**config.mk**
```make
export PLATFORM = sky130hd
export DESIGN_NAME = mfcc_frame_scheduler_flat
export DESIGN_NICKNAME = d
export VERILOG_FILES = /design/src/rtl/mfcc_frame_scheduler_if.sv /design/src/rtl/mfcc_frame_scheduler.sv /design/src/flat_wrapper.sv
export SDC_FILE = /design/constraint.sdc
export NUM_CORES = 1
export LEC_CHECK = 0
export ABC_AREA = 1
export CORE_MARGIN = 1
export CORE_UTILIZATION = 37
export CTS_CLUSTER_DIAMETER = 150
export DETAILED_ROUTE_END_ITERATION = 7
export REMOVE_ABC_BUFFERS = 1
export SLEW_MARGIN = 20
export SYNTH_ARGS = -nofsm -noshare
export SYNTH_HDL_FRONTEND = slang
export SYNTH_SLANG_ARGS = --single-unit
```
**constraint.sdc**
```tcl
create_clock -name clk -period 2.3 [get_ports clk]
set_clock_uncertainty 0.15 [all_clocks]
set_input_delay 0.345 -clock clk [delete_from_list [all_inputs] [get_ports clk]]
set_output_delay 0.345 -clock clk [all_outputs]
set_load 0.05 [all_outputs]
```
**src/rtl/mfcc_frame_scheduler_if.sv**
```systemverilog
// Sample-in, sample-RAM write and windowing-stage read handshake bundle.
// master = frame scheduler, slave = audio source / RAM / windowing stage.
interface mfcc_frame_scheduler_if #(parameter int ADDR_W = 9);
  logic               sample_valid_i;
  logic signed [15:0] sample_i;
  logic               sample_ready_o;
  logic               wr_en_o;
  logic [ADDR_W-1:0]  wr_addr_o;
  logic [15:0]        wr_data_o;
  logic               start_o;
  logic               valid_to_read_o;
  logic               rd_en_i;
  logic [ADDR_W-1:0]  rd_addr_o;
  logic               done_i;

  modport master (
    input  sample_valid_i, sample_i, rd_en_i, done_i,
    output sample_ready_o, wr_en_o, wr_addr_o, wr_data_o,
           start_o, valid_to_read_o, rd_addr_o
  );

  modport slave (
    output sample_valid_i, sample_i, rd_en_i, done_i,
    input  sample_ready_o, wr_en_o, wr_addr_o, wr_data_o,
           start_o, valid_to_read_o, rd_addr_o
  );
endinterface

```
**src/rtl/mfcc_frame_scheduler.sv**
```systemverilog
// Circular sample-buffer pointer keeper and window-pass sequencer for the
// MFCC Hamming stage: launches one FRAME_LEN read pass every HOP_LEN samples.
module mfcc_frame_scheduler #(
  parameter int FRAME_LEN = 306,
  parameter int HOP_LEN   = 128,
  parameter int BUF_DEPTH = 512,
  parameter int ADDR_W    = 9
) (
  input  logic                  clk,
  input  logic                  rst_n,
  input  logic                  enable_i,
  input  logic                  flush_i,
  mfcc_frame_scheduler_if.master bus,
  output logic                  busy_o,
  output logic                  overrun_o,
  output logic [15:0]           frame_count_o
);
  localparam int FILL_W = ADDR_W + 1;
  localparam int OFF_W  = $clog2(FRAME_LEN + 1);

  typedef enum logic [1:0] {IDLE, START, STREAM, WAIT_DONE} state_t;

  state_t            state;
  logic [ADDR_W-1:0] wr_ptr;
  logic [ADDR_W-1:0] frame_base;
  logic [FILL_W-1:0] fill;
  logic [FILL_W-1:0] fill_nxt;
  logic [OFF_W-1:0]  offset;
  logic              accept;
  logic              done_evt;

  assign accept             = bus.sample_valid_i && (fill < FILL_W'(BUF_DEPTH));
  assign done_evt           = (state == WAIT_DONE) && bus.done_i;
  assign bus.sample_ready_o = (fill < FILL_W'(BUF_DEPTH));
  assign bus.rd_addr_o      = frame_base + ADDR_W'(offset);

  // A write landing in the done cycle nets +1 - HOP_LEN.
  always_comb begin
    fill_nxt = fill;
    if (accept)   fill_nxt = fill_nxt + FILL_W'(1);
    if (done_evt) fill_nxt = fill_nxt - FILL_W'(HOP_LEN);
  end

  always_ff @(posedge clk or negedge rst_n) begin
    if (!rst_n) begin
      wr_ptr        <= '0;
      fill          <= '0;
      overrun_o     <= 1'b0;
      bus.wr_en_o   <= 1'b0;
      bus.wr_addr_o <= '0;
      bus.wr_data_o <= '0;
    end else if (flush_i) begin
      wr_ptr        <= '0;
      fill          <= '0;
      overrun_o     <= 1'b0;
      bus.wr_en_o   <= 1'b0;
      bus.wr_addr_o <= '0;
      bus.wr_data_o <= '0;
    end else begin
      bus.wr_en_o <= accept;
      if (accept) begin
        bus.wr_addr_o <= wr_ptr;
        bus.wr_data_o <= bus.sample_i;
        wr_ptr        <= wr_ptr + ADDR_W'(1);
      end
      if (bus.sample_valid_i && !accept) overrun_o <= 1'b1;
      fill <= fill_nxt;
    end
  end

  always_ff @(posedge clk or negedge rst_n) begin
    if (!rst_n) begin
      state               <= IDLE;
      offset              <= '0;
      frame_base          <= '0;
      frame_count_o       <= '0;
      busy_o              <= 1'b0;
      bus.start_o         <= 1'b0;
      bus.valid_to_read_o <= 1'b0;
    end else if (flush_i) begin
      state               <= IDLE;
      offset              <= '0;
      frame_base          <= '0;
      frame_count_o       <= '0;
      busy_o              <= 1'b0;
      bus.start_o         <= 1'b0;
      bus.valid_to_read_o <= 1'b0;
    end else begin
      bus.start_o <= 1'b0;
      unique case (state)
        IDLE: if (enable_i && fill >= FILL_W'(FRAME_LEN)) begin
          state       <= START;
          bus.start_o <= 1'b1;
          busy_o      <= 1'b1;
        end
        START: begin
          offset              <= '0;
          state               <= STREAM;
          bus.valid_to_read_o <= 1'b1;
        end
        STREAM: if (bus.rd_en_i && bus.valid_to_read_o) begin
          offset <= offset + OFF_W'(1);
          if (offset == OFF_W'(FRAME_LEN - 1)) begin
            state               <= WAIT_DONE;
            bus.valid_to_read_o <= 1'b0;
          end
        end
        WAIT_DONE: if (bus.done_i) begin
          frame_base    <= frame_base + ADDR_W'(HOP_LEN);
          frame_count_o <= frame_count_o + 16'd1;
          state         <= IDLE;
          busy_o        <= 1'b0;
        end
      endcase
    end
  end
endmodule
```
**src/flat_wrapper.sv**
```systemverilog
// flat-port wrapper written by rule: the top's interface ports become plain ports
module mfcc_frame_scheduler_flat 
#(
  parameter int FRAME_LEN = 306,
  parameter int HOP_LEN   = 128,
  parameter int BUF_DEPTH = 512,
  parameter int ADDR_W    = 9
)
  (clk, rst_n, enable_i, flush_i, busy_o, overrun_o, frame_count_o, bus_sample_valid_i, bus_sample_i, bus_rd_en_i, bus_done_i, bus_sample_ready_o, bus_wr_en_o, bus_wr_addr_o, bus_wr_data_o, bus_start_o, bus_valid_to_read_o, bus_rd_addr_o);
  mfcc_frame_scheduler_if #(.ADDR_W(ADDR_W)) bus_i ();
  input  logic clk;
  input  logic rst_n;
  input  logic enable_i;
  input  logic flush_i;
  output logic busy_o;
  output logic overrun_o;
  output logic [15:0] frame_count_o;
  input wire logic [$bits(bus_i.sample_valid_i)-1:0] bus_sample_valid_i;
  input wire logic [$bits(bus_i.sample_i)-1:0] bus_sample_i;
  input wire logic [$bits(bus_i.rd_en_i)-1:0] bus_rd_en_i;
  input wire logic [$bits(bus_i.done_i)-1:0] bus_done_i;
  output wire logic [$bits(bus_i.sample_ready_o)-1:0] bus_sample_ready_o;
  output wire logic [$bits(bus_i.wr_en_o)-1:0] bus_wr_en_o;
  output wire logic [$bits(bus_i.wr_addr_o)-1:0] bus_wr_addr_o;
  output wire logic [$bits(bus_i.wr_data_o)-1:0] bus_wr_data_o;
  output wire logic [$bits(bus_i.start_o)-1:0] bus_start_o;
  output wire logic [$bits(bus_i.valid_to_read_o)-1:0] bus_valid_to_read_o;
  output wire logic [$bits(bus_i.rd_addr_o)-1:0] bus_rd_addr_o;
  assign bus_i.sample_valid_i = bus_sample_valid_i;
  assign bus_i.sample_i = bus_sample_i;
  assign bus_i.rd_en_i = bus_rd_en_i;
  assign bus_i.done_i = bus_done_i;
  assign bus_sample_ready_o = bus_i.sample_ready_o;
  assign bus_wr_en_o = bus_i.wr_en_o;
  assign bus_wr_addr_o = bus_i.wr_addr_o;
  assign bus_wr_data_o = bus_i.wr_data_o;
  assign bus_start_o = bus_i.start_o;
  assign bus_valid_to_read_o = bus_i.valid_to_read_o;
  assign bus_rd_addr_o = bus_i.rd_addr_o;
  mfcc_frame_scheduler #(.FRAME_LEN(FRAME_LEN), .HOP_LEN(HOP_LEN), .BUF_DEPTH(BUF_DEPTH), .ADDR_W(ADDR_W)) u_core (.clk(clk), .rst_n(rst_n), .enable_i(enable_i), .flush_i(flush_i), .bus(bus_i), .busy_o(busy_o), .overrun_o(overrun_o), .frame_count_o(frame_count_o));
endmodule
```
==> results.toml <==
[setup_path]
r2r_cells = 11
timing.rr.start = "u_core.fill[9]$_DFF_PN0_"
crit_chain = "ha_1, clkdlybuf4s50_1"
critPathKind = "reg2out"
r2r_slack_ns = 0.45
end_kind = "primary output"
cp_max_fo = 3
cp.arrival_ns = 1.75
startpoint_type = "flip-flop"
max_stage_delay_ns = 0.70
r2r-end = "u_core.fill[9]$_DFF_PN0_"
crit_buf_inv = 1
slowest_stage = "clkdlybuf4s50_1"
path_delay_family = "buffers and inverters"
worstPathRequired_ns = 1.80

[yosys]
ys_types = 31
synth_warnings = 0
seq_area_frac_synth_pct = 50.1
synthesis.area_mm2 = 0.00390
ys_seq_elements = 78
syn_inst = 473
syn_area_per_cell_um2 = 8.24

[clock_tree]
htree_levels = 3
path_clk_slew_ns = 0.08
cts.sinks = 78
cts_tree = "yes"
root_buffer = "clkbuf_8"
cts_buffers = 9
clkLatencyLatePin_ns = 0.35
cts.path.max_buffers = 2

[global_routing]
grt_pass1_wl_mm = 15.0
track_usage_pct = 17.0
grt_antenna_before_repair = 0
overflow = 0
grt_pass1_vias = 3333
grt_max_degree = 43

[pwr]
power_uw = 3340
ir_drop_uv = 396
p_comb_share_pct = 25.3
p_seq_share_pct = 45.7
switching_share_pct = 33.3
intPower_uw = 2230
p_leak_uw = 0.00233
power.switching_uw = 1110
clockPowerShare_pct = 29.0
power.density_mw_per_mm2 = 661

[detailed_routing]
dr_wl_met2_mm = 3.76
wl_met1_mm = 4.07
met3WireLength_um = 487
drc_errors = 0
routed.top_layer = "met4"
post_drt_wl_per_cell_um = 12.1
dr.pass1.iters = 4
drtAntennaViolNets = 0
drtIter0Drc = 145
drt_wl_total_mm = 8.43
via_count = 3289
via_per_inst = 4.72

[sta]
final-setup-viol-count = 0
maxSlewViolCount = 0
max_slew_margin_pct = 64.9
worst_slew_pin_slew_ns = 0.525
whs_ns = 0.323
fmax_ghz = 0.446
timing.setup.tns_ns = 0
min_period_over_period_pct = 97.6
final_hold_viol_count = 0
finalCriticalPeriod_ns = 2.24
grt_setup_unrepaired = "false"

[place]
port_buffers = 78
post-dp-hpwl_mm = 5.97
gp_congestion = 0.820
placed_cell_area_mm2 = 0.00486
place_inst = 680

[floorplanning]
design.die.area_mm2 = 0.0109
die_w_um = 105
io_pins = 79
start_util_pct = 37.9
std_cell_rows = 37
core-area_mm2 = 0.0103
chipHeight_um = 105

[hold_path]
min_path_cells = 2
hp-start = "u_core.bus.wr_addr_o[0]$_DFFE_PN0P_"
holdPathEnd = "u_core.bus.wr_addr_o[0]$_DFFE_PN0P_"
hp-class = "reg2reg"

[layout]
diodes = 0
layout-drive-gt1-share_pct = 8.38
stdcell_count = 697
layout_commonest_cell = "nand2_1"
nNetsFinal = 592
syn_to_final_growth_pct = 29.8
design_area_mm2 = 0.00506
final_cell_mix = "113 x nand2_1, 78 x dfrtp_1, 71 x clkdlybuf4s50_1"

[run_status]
status = "completed"

[run]
maxCapViolations = 0
[stage by stage]
step	worst slack, ns	util, %
floorplan	0.186	-
global route	0.0182	49.2
detailed placement	0.0748	47.3
CTS	0.0235	49.2
finish	0.0562	49.2
global placement	0.174	47.3
[worst min-delay path, delay by kind of cell (launching register included)]
kind,cells,cell delay (ns)
flip-flops,1,0.35
AND/OR/NAND/NOR,2,0.10
[cell families after synthesis]
family / after synthesis / synth area share, %
DFF: 78 / 50.1
adders and majority gates: 13 / 4.17
other: 1 / 0.0962
xor gates and xnor gates: 5 / 1.12
and+or+nand+nor: 230 / 25.6
buffers and inverters: 72 / 7.58
AOI/OAI and AO/OA: 74 / 11.3
[routing by layer]
| metal | vias up | global-route usage (%) |
|---|---|---|
| met5 | - | 0 |
| met4 | 0 | 6.44 |
| met3 | 10 | 4.49 |
| met2 | 76 | 27.2 |
| met1 | 1510 | 21.9 |
| li1 | 1693 | - |
[power groups by stage]
stage | sequential, µW | clock [µW] | combinational, µW
floorplan | 1710 | 0 | 389
global placement | 1550 | 0 | 845
detailed placement | 1560 | 0 | 851
CTS | 1530 | 1010 | 859
global route | 1540 | 1060 | 948
finish | 1530 | 970 | 845
[state kept, by name, summed over array words and instances (netlist names), 2 cells and up]
name	count
u_core.bus.wr_data_o	16
u_core.frame_count_o	16
u_core.fill	10
u_core.bus.wr_addr_o	9
u_core.offset	9
u_core.wr_ptr	9
u_core.frame_base	2
u_core.state	2
[Yosys cell counts (all sizes together)]
cell type / number / area [µm²]
buf: 7 / 48.8
o21ai: 31 / 155
a21oi: 22 / 110
a22o: 18 / 158
dfrtp: 78 / 1950
nor2: 62 / 248
xor2: 4 / 35.0
nand2: 119 / 472
clkbuf: 6 / 22.5
o22ai: 1 / 6.26
ha: 13 / 163
a31oi: 2 / 12.5
nand4: 7 / 43.8
nor3b: 2 / 20.0
nand3: 21 / 110
conb: 1 / 3.75
xnor2: 1 / 8.76
nor3: 19 / 105
inv: 59 / 224
[repair_timing]
action                                  4_1_cts  5_1_grt
setup buffers                                 0        0
resized for setup                             0        1
hold buffers                                  1        0
endpoints found under the setup margin        0        1
hold endpoints to repair                     36        0
[how the worst max path moves through the flow]
stage / start / to / slack (ns) / cells past startpoint
after CTS: u_core.fill[9]$_DFF_PN0_ / bus_sample_ready_o / 0.02 / 2
after detailed placement: bus_sample_valid_i / u_core.fill[9]$_DFF_PN0_ / 0.07 / 11
after global routing: u_core.offset[1]$_DFFE_PN0P_ / bus_rd_addr_o[1] / 0.02 / 2
after floorplan: u_core.fill[9]$_DFF_PN0_ / u_core.bus.wr_addr_o[1]$_DFFE_PN0P_ / 0.19 / 5
final: u_core.offset[1]$_DFFE_PN0P_ / bus_rd_addr_o[1] / 0.06 / 2
after global placement: bus_sample_valid_i / u_core.fill[9]$_DFF_PN0_ / 0.17 / 11
[area by class of cell]
class / count / area [µm²]
multi-input combinational: 323 / 1650
tap: 136 / 170
inverter: 59 / 224
clock inverter: 3 / 17.5
clock buffer: 13 / 169
sequential: 78 / 1950
fill: 1024 / 5220
timing repair buffer: 85 / 873
Note: power is estimated with default switching activity, not from simulation.
